[src/rtl/fusion_accumulator.sv]
// fusion_accumulator: per-lane dot-product accumulation of fusion unit product words
module fusion_accumulator #(
    parameter int ACC_W = 32,
    parameter int LEN_W = 10
) (
    input  logic                 clk,
    input  logic                 rst_n,
    input  logic                 start,
    input  logic [1:0]           cfga,
    input  logic [1:0]           cfgb,
    input  logic                 sgn,
    input  logic [LEN_W-1:0]     len,
    input  logic                 in_valid,
    input  logic [63:0]          in_data,
    output logic                 in_ready,
    output logic                 res_valid,
    input  logic                 res_ready,
    output logic [4*ACC_W-1:0]   res_data,
    output logic [2:0]           res_lanes,
    output logic                 sat_flag,
    output logic                 busy
);
    typedef enum logic [1:0] {IDLE, ACCUM, DONE} state_t;

    state_t             state, state_next;
    logic [3:0]         cfg;
    logic               sgn_r, legal_r;
    logic [LEN_W-1:0]   len_r, cnt;
    logic [ACC_W-1:0]   acc [4];
    logic [ACC_W-1:0]   sum [4];
    logic [3:0]         clamp;
    logic [15:0]        fld [4];
    logic [ACC_W:0]     x [4], sh [4], lv [4], a [4], s [4];
    logic signed [ACC_W:0] sv [4];
    logic [5:0]         w;
    logic               accept;

    function automatic logic [2:0] lanes_of(input logic [3:0] c);
        return (c == 4'b1010) ? 3'd1 : (c == 4'b1001 || c == 4'b0110) ? 3'd2 : 3'd4;
    endfunction

    function automatic logic legal(input logic [3:0] c);
        return c inside {4'b1010, 4'b1001, 4'b0110, 4'b1000, 4'b0010,
                         4'b0101, 4'b0100, 4'b0001, 4'b0000};
    endfunction

    assign accept    = (state == ACCUM) && in_valid;
    assign in_ready  = (state == ACCUM);
    assign res_valid = (state == DONE);
    assign busy      = (state != IDLE);
    assign res_data  = {acc[3], acc[2], acc[1], acc[0]};

    // State register
    always_ff @(posedge clk or negedge rst_n) begin
        if (!rst_n) state <= IDLE;
        else        state <= state_next;
    end

    // Next-state logic; a start seen outside IDLE never leaves a mark
    always_comb begin
        state_next = state;
        case (state)
            IDLE:    if (start) state_next = (len == '0) ? DONE : ACCUM;
            ACCUM:   if (accept && cnt == len_r - 1'b1) state_next = DONE;
            DONE:    if (res_ready) state_next = IDLE;
            default: state_next = IDLE;
        endcase
    end

    // Lane extraction, sign/zero extension by field width, and clamped add per lane
    always_comb begin
        w = (cfg == 4'b1010) ? 6'd16 : (res_lanes == 3'd2) ? 6'd12 :
            (cfg == 4'b1000 || cfg == 4'b0010) ? 6'd10 : 6'd16;
        for (int k = 0; k < 4; k++) begin
            fld[k]   = (k == 1 && res_lanes == 3'd2) ? in_data[47:32] : in_data[16*k +: 16];
            x[k]     = {fld[k], {(ACC_W-15){1'b0}}};
            sh[k]    = x[k] << (6'd16 - w);
            sv[k]    = $signed(sh[k]) >>> (ACC_W + 1 - int'(w));
            lv[k]    = sgn_r ? sv[k] : sh[k] >> (ACC_W + 1 - int'(w));
            lv[k]    = (legal_r && k < int'(res_lanes)) ? lv[k] : '0;
            a[k]     = {sgn_r & acc[k][ACC_W-1], acc[k]};
            s[k]     = a[k] + lv[k];
            clamp[k] = sgn_r ? (s[k][ACC_W] ^ s[k][ACC_W-1]) : s[k][ACC_W];
            sum[k]   = !clamp[k] ? s[k][ACC_W-1:0] :
                       !sgn_r ? {ACC_W{1'b1}} :
                       s[k][ACC_W] ? {1'b1, {(ACC_W-1){1'b0}}} : {1'b0, {(ACC_W-1){1'b1}}};
        end
    end

    // Job setup on start, accumulation on each accepted beat
    always_ff @(posedge clk or negedge rst_n) begin
        if (!rst_n) begin
            cfg       <= '0;
            sgn_r     <= 1'b0;
            legal_r   <= 1'b0;
            len_r     <= '0;
            cnt       <= '0;
            acc       <= '{default: '0};
            res_lanes <= 3'd1;
            sat_flag  <= 1'b0;
        end else if (state == IDLE && start) begin
            cfg       <= {cfga, cfgb};
            sgn_r     <= sgn;
            legal_r   <= legal({cfga, cfgb});
            len_r     <= len;
            cnt       <= '0;
            acc       <= '{default: '0};
            res_lanes <= lanes_of({cfga, cfgb});
            sat_flag  <= !legal({cfga, cfgb});
        end else if (accept) begin
            cnt       <= cnt + 1'b1;
            acc       <= sum;
            sat_flag  <= sat_flag | (|clamp);
        end
    end
endmodule
[config.mk]
export PLATFORM = sky130hd
export DESIGN_NAME = fusion_accumulator
export DESIGN_NICKNAME = d
export VERILOG_FILES = /design/src/rtl/fusion_accumulator.sv
export SDC_FILE = /design/constraint.sdc
export NUM_CORES = 1
export LEC_CHECK = 0
export ABC_AREA = 1
export CORE_ASPECT_RATIO = 0.5
export CORE_UTILIZATION = 55
export CTS_BUF_LIST = sky130_fd_sc_hd__clkbuf_4 sky130_fd_sc_hd__clkbuf_8
export CTS_CLUSTER_SIZE = 28
export DETAILED_ROUTE_END_ITERATION = 8
export PLACE_DENSITY = 0.84
export SLEW_MARGIN = 0
export SYNTH_ARGS = -nofsm -noshare
export SYNTH_HDL_FRONTEND = slang
export SYNTH_SLANG_ARGS = --single-unit
[constraint.sdc]
create_clock -name clk -period 10.87 [get_ports clk]
set_input_delay 2.174 -clock clk [delete_from_list [all_inputs] [get_ports clk]]
set_output_delay 2.174 -clock clk [all_outputs]
set_load 0.05 [all_outputs]
==> results.cfg <==
[timing]
tightest_slew_ps = 1130
setup-violations-final = 0
timing.final.crit_share_pct = 74.3
hold_viol_final = 0
relSlewSlack_pct = 24.2
tns_ps = 0
rsz0062_at_grt = no
drv_slew = 0
max_freq_mhz = 124
min_period_ps = 8070
finClkSkew_ps = 20.5

[synthesis]
synth_edf_count = 0
synthCells = 2774
ys_seq_area_share_pct = 22.6
ys_types = 57
ys_warn_count = 0
yosysTopAreaCellShare_pct = 22.5
synth_common_cells = nand2_1, inv_1, o21ai_0, nor2_1, a21oi_1
yosysMostFrequentCell = nand2_1
synth_area_leaders = dfrtp_1, nand2_1, ha_1
yosysTopAreaCell = dfrtp_1
synth-async-reset-ratio_pct = 100
synth_nets = 2993
synth_ff_type = dfrtp_1
avgSynthCellArea_um2 = 6.38
syn-cell-area_um2 = 17700
ys_ff_latch = 160

[drt]
drt-total-wl_um = 53900
drc = 0
drt_iter0_markers = 1649
wl_per_cell_um = 16.1
detail-route-antenna-nets = 0
viasPerCell = 5.77
vias = 19377
firstDrtPassIters = 6

[grt]
grt.overflow.total = 0
grt_max_degree = 95
grt.total_usage_pct = 32.7
grt_pass1_wl_um = 88400
grt_antenna_before_repair = 0
grt_pass1_vias = 18193

[floorplanning]
io_pins = 219
fp.dieW_um = 256
start_util_pct = 57.1
rows = 45
die_h_um = 129
die-area_um2 = 32900
core_area_um2 = 31000

[clocking]
cts.sinks = 160
clock_path_buffers = 2
cts.htree.levels = 4
root_buffer = clkbuf_8
cts-buffers-inserted = 17
clkTransAtPathRegs_ps = 120
hold_buffers = 0
post_cts_buffers = 0
cts_tree = yes
worstSkewPairLatency_ps = 530
cts_resized = 0

[cells_and_area]
nets = 3140
syn_to_final_growth_pct = 15.3
final_layout_size_suffix_gt1_share_pct = 4.23
fillCellCount = 2937
diodes = 0

[placed_design]
port_buffers = 218
dpl.hpwl_um = 41000
routabilityCongestion = 0.987

[worst_hold_path]
min_path_type = reg -> reg

[worst_setup_path]
crit_path_top_delay_cell = nand2_2
critical-path-max-stage-delay_ps = 700
worst_ep_required_time_ps = 11300
cp-start-kind = flip-flop
path_class = reg -> reg
arrival_ps = 8500
crit_path_end_kind = flip-flop
cp_max_fo = 55

[flow_run]
cap_violations = 0

[status]
outcome = finished, final reports clean
## path summary, 6_finish.rpt
kind	startpoint	end	slack, ps	cells after the start
min in group asynchronous	rst_n	len_r[7]	1710	1
worst max register to register	res_lanes[0]	sat_flag	2800	32
max in group asynchronous	rst_n	res_data[7]	7630	2
worst min-delay path	len_r[9]	len_r[9]	510	2
worst min register to register	len_r[9]	len_r[9]	510	2
worst max-delay path	res_lanes[0]	sat_flag	2800	32
## layout by cell type (no fill, tap or decap), types with 5 or more instances in the layout
master,n
nand2_1,736
inv_1,299
o21ai_0,241
nor2_1,218
clkdlybuf4s50_1,217
a21oi_1,204
nand3_1,163
dfrtp_1,159
ha_1,131
o21ai_1,87
xor2_1,80
xnor2_1,39
nor3_1,32
o211ai_1,24
nand4_1,20
o21bai_1,19
or2_2,17
a21o_1,17
clkbuf_8,17
o21ai_2,16
o22ai_1,15
a31oi_1,14
a22oi_1,13
nand2_2,12
nor4_1,12
buf_4,12
a21boi_0,10
a211oi_1,10
inv_2,9
nand3_2,7
o21a_1,7
clkinv_8,7
nand3_4,6
mux2i_1,5
inv_6,5
## area by class of cell
cell class | instances | area (µm²) | share of cell area (%)
well taps | 423 | 529 | 2.59
clock inverters | 15 | 191 | 0.938
repair buffers | 230 | 2270 | 11.1
flip-flops and latches | 160 | 4010 | 19.6
multi-input cells | 2199 | 12000 | 58.8
inverters | 313 | 1180 | 5.79
clock buffers | 17 | 234 | 1.15
## kinds of logic after synthesis
kind of cell	Yosys count	synth area share, %
xor+xnor	119	5.89
mux	5	0.283
compound gates	696	22.0
fa+ha+maj	135	9.72
flops	160	22.6
simple gates	1244	29.7
buf+inv	415	9.68
## registers in the layout, indices dropped and copies added (netlist names)
register   flops
res_lanes      3
sgn_r          1
cnt           10
legal_r        1
len_r         10
res_data     128
sat_flag       1
state          2
cfg            4
## stage by stage
| step | area, µm² | util, % | setup WS, ps | hold WS (ps) | std cells |
|---|---|---|---|---|---|
| global route | 20400 | 65.9 | 2090 | 542 | 3357 |
| finish | 20400 | 65.9 | 2800 | 511 | 3357 |
| CTS | 20400 | 65.9 | 3030 | 516 | 3357 |
| detailed placement | 20000 | 64.5 | 3070 | 488 | 3325 |
| floorplan | 17700 | - | 5040 | 461 | 2774 |
| global placement | 20000 | 64.5 | 3140 | 483 | 3325 |
## per-layer routing
layer	GRT usage (%)	vias to the layer above	part of all wire, %
li1	-	9542	-
met1	42.8	8997	44
met3	4.12	118	6.1
met2	55.8	720	47
met5	0	-	0
met4	12.1	0	2.7
## worst max-delay path, delay by kind of cell (launching register included)
family / cells / cell delay, ps
compound gates: 6 / 1730
buf+inv: 8 / 1190
flops: 1 / 560
simple gates: 15 / 3480
fa+ha+maj: 3 / 970
Power is not shown: default switching activity piles up to over one toggle a cycle in this logic, so the estimate is an artifact.
